### src/rtl/fetch_sequencer_pkg.sv
// fetch_sequencer_pkg: memory command encodings, sequencer states and the halt opcode.
package fetch_sequencer_pkg;
  typedef enum logic [1:0] {MNONE = 2'b00, MREAD = 2'b01, MWRITE = 2'b10} mem_cmd_t;
  typedef enum logic [2:0] {S_RST, S_IF1, S_IF2, S_UPD, S_DISP, S_EXEC, S_DRD, S_HALT} state_t;
  localparam logic [2:0] HALT_OP = 3'b111;
endpackage

### src/rtl/fetch_sequencer_if.sv
// fetch_sequencer_if: load/store request channel between the execute FSM and the sequencer.
//   master (execute FSM): drives data_req, data_we, data_addr; receives data_ack, data_rdata
//   slave  (sequencer):   receives the request, drives data_ack and data_rdata
interface fetch_sequencer_if #(
  parameter int ADDR_W = 9,
  parameter int DATA_W = 16
);
  logic              data_req;
  logic              data_we;
  logic [ADDR_W-1:0] data_addr;
  logic              data_ack;
  logic [DATA_W-1:0] data_rdata;
  modport master (output data_req, data_we, data_addr, input data_ack, data_rdata);
  modport slave (input data_req, data_we, data_addr, output data_ack, data_rdata);
endinterface

### src/rtl/fetch_sequencer_pc_reg.sv
// fetch_sequencer_pc_reg: program counter; priority reset > load > increment, wraps mod 2^ADDR_W.
//   clk, reset: clock and synchronous active-high reset (loads RESET_PC)
//   inc: advance by one; load/load_val: branch target load; pc: current value
module fetch_sequencer_pc_reg #(
  parameter int ADDR_W = 9,
  parameter int RESET_PC = 0
) (
  input  logic              clk,
  input  logic              reset,
  input  logic              inc,
  input  logic              load,
  input  logic [ADDR_W-1:0] load_val,
  output logic [ADDR_W-1:0] pc
);
  always_ff @(posedge clk)
    pc <= reset ? ADDR_W'(RESET_PC) : load ? load_val : inc ? pc + ADDR_W'(1) : pc;
endmodule

### src/rtl/fetch_sequencer.sv
// fetch_sequencer: owns PC and IR, fetches instructions and arbitrates the shared I/D memory.
//   clk, reset: clock and synchronous active-high reset
//   ir, pc: current instruction and program counter
//   exec_start/exec_done: one-cycle start pulse to and completion level from the execute FSM
//   halted: high while halted on opcode 3'b111
//   dbus: load/store request channel (slave side)
//   pc_load/pc_in: branch target load, honoured only when FETCH_BRANCH_EN is defined
//   mem_cmd/mem_addr/mem_rdata: single-port memory with 1-cycle synchronous read
module fetch_sequencer
  import fetch_sequencer_pkg::*;
#(
  parameter int ADDR_W = 9,
  parameter int DATA_W = 16,
  parameter int RESET_PC = 0
) (
  input  logic              clk,
  input  logic              reset,
  output logic [DATA_W-1:0] ir,
  output logic [ADDR_W-1:0] pc,
  output logic              exec_start,
  input  logic              exec_done,
  output logic              halted,
  fetch_sequencer_if.slave  dbus,
  input  logic              pc_load,
  input  logic [ADDR_W-1:0] pc_in,
  output logic [1:0]        mem_cmd,
  output logic [ADDR_W-1:0] mem_addr,
  input  logic [DATA_W-1:0] mem_rdata
);
  state_t state;
  logic is_halt, ld, st, pc_ld;
  assign is_halt = ir[DATA_W-1 -: 3] == HALT_OP;
  assign ld = state == S_EXEC && dbus.data_req && !dbus.data_we;
  assign st = state == S_EXEC && dbus.data_req && dbus.data_we;
`ifdef FETCH_BRANCH_EN
  assign pc_ld = state == S_EXEC && pc_load;
`else
  logic unused_pc_load;
  assign unused_pc_load = pc_load;
  assign pc_ld = 1'b0;
`endif
  fetch_sequencer_pc_reg #(.ADDR_W(ADDR_W), .RESET_PC(RESET_PC)) pc_reg (
    .clk(clk),
    .reset(reset),
    .inc(state == S_UPD),
    .load(pc_ld),
    .load_val(pc_in),
    .pc(pc)
  );
  // exec_start and halted are registered one state ahead so they are valid throughout DISP/HALT
  always_ff @(posedge clk) begin
    if (reset) begin
      state <= S_RST;
      ir <= '0;
      exec_start <= 1'b0;
      halted <= 1'b0;
    end else begin
      exec_start <= state == S_UPD && !is_halt;
      halted <= state == S_HALT || (state == S_DISP && is_halt);
      case (state)
        S_RST: state <= S_IF1;
        S_IF1: state <= S_IF2;
        S_IF2: begin
          ir <= mem_rdata;
          state <= S_UPD;
        end
        S_UPD: state <= S_DISP;
        S_DISP: state <= is_halt ? S_HALT : S_EXEC;
        S_EXEC: state <= exec_done ? S_IF1 : ld ? S_DRD : S_EXEC;
        S_DRD: state <= S_EXEC;
        default: state <= S_HALT;
      endcase
    end
  end
  // The memory command depends only on the request, never on exec_done; a request arriving
  // together with exec_done is simply not acknowledged and the FSM leaves for IF1.
  always_comb begin
    mem_cmd = (state == S_IF1 || state == S_IF2 || state == S_DRD || ld) ? MREAD : st ? MWRITE : MNONE;
    mem_addr = (state == S_DRD || ld || st) ? dbus.data_addr : state == S_RST ? '0 : pc;
    dbus.data_ack = state == S_DRD || (st && !exec_done);
    dbus.data_rdata = mem_rdata;
  end
endmodule

### src/flat_wrapper.sv
// flat-port wrapper written by rule: the top's interface ports become plain ports
module fetch_sequencer_flat import fetch_sequencer_pkg::*;
#(
  parameter int ADDR_W = 9,
  parameter int DATA_W = 16,
  parameter int RESET_PC = 0
)
  (clk, reset, ir, pc, exec_start, exec_done, halted, pc_load, pc_in, mem_cmd, mem_addr, mem_rdata, dbus_data_req, dbus_data_we, dbus_data_addr, dbus_data_ack, dbus_data_rdata);
  fetch_sequencer_if #(.ADDR_W(ADDR_W), .DATA_W(DATA_W)) dbus_i ();
  input  logic clk;
  input  logic reset;
  output logic [DATA_W-1:0] ir;
  output logic [ADDR_W-1:0] pc;
  output logic exec_start;
  input  logic exec_done;
  output logic halted;
  input  logic pc_load;
  input  logic [ADDR_W-1:0] pc_in;
  output logic [1:0] mem_cmd;
  output logic [ADDR_W-1:0] mem_addr;
  input  logic [DATA_W-1:0] mem_rdata;
  input wire logic [$bits(dbus_i.data_req)-1:0] dbus_data_req;
  input wire logic [$bits(dbus_i.data_we)-1:0] dbus_data_we;
  input wire logic [$bits(dbus_i.data_addr)-1:0] dbus_data_addr;
  output wire logic [$bits(dbus_i.data_ack)-1:0] dbus_data_ack;
  output wire logic [$bits(dbus_i.data_rdata)-1:0] dbus_data_rdata;
  assign dbus_i.data_req = dbus_data_req;
  assign dbus_i.data_we = dbus_data_we;
  assign dbus_i.data_addr = dbus_data_addr;
  assign dbus_data_ack = dbus_i.data_ack;
  assign dbus_data_rdata = dbus_i.data_rdata;
  fetch_sequencer #(.ADDR_W(ADDR_W), .DATA_W(DATA_W), .RESET_PC(RESET_PC)) u_core (.clk(clk), .reset(reset), .ir(ir), .pc(pc), .exec_start(exec_start), .exec_done(exec_done), .halted(halted), .dbus(dbus_i), .pc_load(pc_load), .pc_in(pc_in), .mem_cmd(mem_cmd), .mem_addr(mem_addr), .mem_rdata(mem_rdata));
endmodule
### config.mk
export PLATFORM = sky130hd
export DESIGN_NAME = fetch_sequencer_flat
export DESIGN_NICKNAME = d
export VERILOG_FILES = /design/src/rtl/fetch_sequencer_pkg.sv /design/src/rtl/fetch_sequencer_if.sv /design/src/rtl/fetch_sequencer_pc_reg.sv /design/src/rtl/fetch_sequencer.sv /design/src/flat_wrapper.sv
export SDC_FILE = /design/constraint.sdc
export NUM_CORES = 1
export LEC_CHECK = 0
export CAP_MARGIN = 20
export CELL_PAD_IN_SITES_DETAIL_PLACEMENT = 0
export CELL_PAD_IN_SITES_GLOBAL_PLACEMENT = 1
export CORE_ASPECT_RATIO = 1.1
export CORE_UTILIZATION = 26
export CTS_BUF_LIST = sky130_fd_sc_hd__clkbuf_4
export CTS_CLUSTER_DIAMETER = 30
export DETAILED_ROUTE_END_ITERATION = 10
export PLACE_DENSITY_LB_ADDON = 0.1
export SYNTH_ARGS = -nofsm -noshare
export SYNTH_HDL_FRONTEND = slang
export SYNTH_SLANG_ARGS = --single-unit
### constraint.sdc
create_clock -name clk -period 2.12 [get_ports clk]
set_input_delay 0.318 -clock clk [delete_from_list [all_inputs] [get_ports clk]]
set_output_delay 0.318 -clock clk [all_outputs]
set_load 0.02 [all_outputs]
==> flow_summary.ini <==
[clock_tree]
cts_tree = yes
cts.clk_slew.worst_paths_ps = 90
cts_root_buffer = clkbuf_4
hold_buffers = 0
cts_setup_buffers = 0
clock_sinks = 30
numCtsBuffers = 5
cts.path.max_buffers = 2
htreeDepth = 2
clock_latency_ps = 330

[logic_synthesis]
synth_ff_type = dfxtp_1
syn_inst = 184
synth_nets = 225
synth_top_area_share_pct = 38.2
ys_async_sr_fraction_pct = 0
synth_top_area_cell = dfxtp_1
ys_types = 38
synth-seq-cells = 30
seq_area_frac_synth_pct = 38.2
avgSynthCellArea_um2 = 8.54
syn_area_um2 = 1570
synth.area.top_cells = dfxtp_1, nand2_1, buf_4
synth_edf_count = 0
synth_warnings = 0

[pwr]
power_density_nw_per_um2 = 522
p_leak_nw = 1.01
vdd_drop_max_v = 0.000283
total_power_mw = 1.29

[finish]
layout_commonest_cell = clkdlybuf4s50_1
final_nets = 306
final_core_util_pct = 42.6
largest_reg_flops = 16
fin_cells = 343
final_cell_mix = clkdlybuf4s50_1, nand2_1, dfxtp_1
synthToLayoutAreaGrowth_pct = 57.3
insertedDiodeCount = 0
drive_gt1_share_pct = 18.4

[grt]
grt_max_degree = 17
grt-busiest-layer = met2
globalRouteOverflowTotal = 0
met1_usage_pct = 15.3
use_met2_pct = 22.2
antenna_found_initial = 0
use_met3_pct = 5.57
grt_pass1_vias = 1447
track_usage_pct = 13.4
grt_pass1_wl_um = 6740

[sta]
rsz0062_at_grt = no
final.setup.tns_ps = 0
final_hold_viol_count = 0
fin_skew_ps = 8.35
layout_min_cycle_time_ps = 2050
slew_viol_final = 0
fmax_ghz = 0.488
max_slew.worst_pin.slew_ps = 582
finalSetupViolations = 0
fin_crit_sh_pct = 96.6
holdWs_ps = 459
slew_headroom_pct = 61.2

[floorplanning]
die-area_um2 = 6360
ios = 95
core_um2 = 5810
start_util_pct = 27.1
die-width_um = 76.1
dieHeight_um = 83.5
rows = 29

[placed_design]
dp.cells = 335
routabilityCongestion = 0.665
io_buffer_count = 84
dp_hpwl_um = 3080

[setup_path]
worst_setup_path_start_kind = input port
path_class = input port to output port
r2r_cells = 5
ff2ff_setup_slack_ps = 460
r2r-end = u_core.ir[1]$_SDFFE_PP0P_
critPathCaptureType = output port
crit_required_ps = 1800
path_max_fanout = 9
r2r_start = u_core.state[2]$_SDFF_PP0_
worstPathArrival_ps = 1730

[min_path]
worstHoldEndpoint = u_core.ir[0]$_SDFFE_PP0P_
whs_path_depth = 2
worstHoldPathType = register to register
min_from = u_core.ir[0]$_SDFFE_PP0P_

[drt]
firstDrtPassIters = 2
drt_iter0_markers = 29
routed-via-count = 1534
viasPerCell = 4.47
drt.antenna.violating_nets = 0
routedWlPerCell_um = 12.1
drt_wl_total_um = 4140
drc = 0

[job]
maxCapViolations = 0

[outcome]
status = finished clean
[cells in the mapped netlist (2+ instances only)]
cell      instances
xor2_1            2
and3_1            2
a21oi_1          24
buf_4            17
buf_6             2
o31ai_1           4
nor2b_1           9
nand4_1           2
clkbuf_1          5
inv_1             3
and2b_1           2
dfxtp_1          30
buf_2             2
nand3_1           2
nand2_1          36
o21ai_0           3
or4_1             4
mux2_2            9
nor3_1            2
or3_1             2
nor2_1            5
[what timing repair did]
item / CTS / global route
endpoints found under the setup margin: 12 / 5
resized for setup: 40 / 4
endpoints found under the hold margin: 0 / 0
pin swaps: 0 / 0
[routing by layer]
layer	vias up	share of wire, %
met5	-	0
met4	0	1.1
met3	6	8.9
met2	58	47
met1	689	43
li1	781	-
[area by class of cell]
class | instances | area, um2
clock inverter | 2 | 8.76
inverter | 3 | 11.3
tap | 77 | 96.3
sequential | 30 | 602
multi-input combinational | 125 | 787
timing repair buffer | 100 | 922
fill | 633 | 3330
clock buffer | 6 | 45.0
[power by group]
| group | total [mW] | switching [mW] | internal (mW) |
|---|---|---|---|
| sequential | 0.604 | 0.0148 | 0.589 |
| combinational | 0.350 | 0.171 | 0.179 |
| clock | 0.337 | 0.200 | 0.137 |
[cells by family (layout without fill, tap and decap cells)]
group | Yosys count | in the layout | share of synthesized area [%]
muxes | 10 | 10 | 7.09
DFF | 30 | 30 | 38.2
xor gates and xnor gates | 2 | 2 | 1.11
AOI/OAI and AO/OA | 36 | 36 | 13.6
adders and majority gates | 1 | 1 | 0.796
and+or+nand+nor | 76 | 76 | 27.1
buffers and inverters | 29 | 111 | 12.1
[critical path: stages]
cell and delay [ps]:
clkdlybuf4s50_1 420, and3b_1 210, o21ai_4 150, buf_12 140, mux2_2 330, buf_2 160
[worst max-delay path by stage]
stage / end / cells after the start / slack, ps / start
3_5_place_dp: mem_addr[1] / 6 / -310 / dbus_data_req
4_1_cts: dbus_data_ack / 6 / 30 / dbus_data_req
2_1_floorplan: mem_addr[0] / 4 / 470 / u_core.state[1]$_SDFF_PP0_
5_1_grt: mem_addr[4] / 6 / 8 / dbus_data_req
6_report: mem_addr[1] / 6 / 70 / dbus_data_req
3_3_place_gp: mem_addr[1] / 6 / -300 / dbus_data_req
[per-stage QoR]
| stage | instance area (um2) | setup WS, ps |
|---|---|---|
| detailed placement | 2460 | -307 |
| global placement | 2460 | -305 |
| CTS | 2470 | 32.1 |
| floorplan | 1570 | 470 |
| finish | 2470 | 72.5 |
| global route | 2470 | 7.71 |
(Power assumes the default switching activity.)
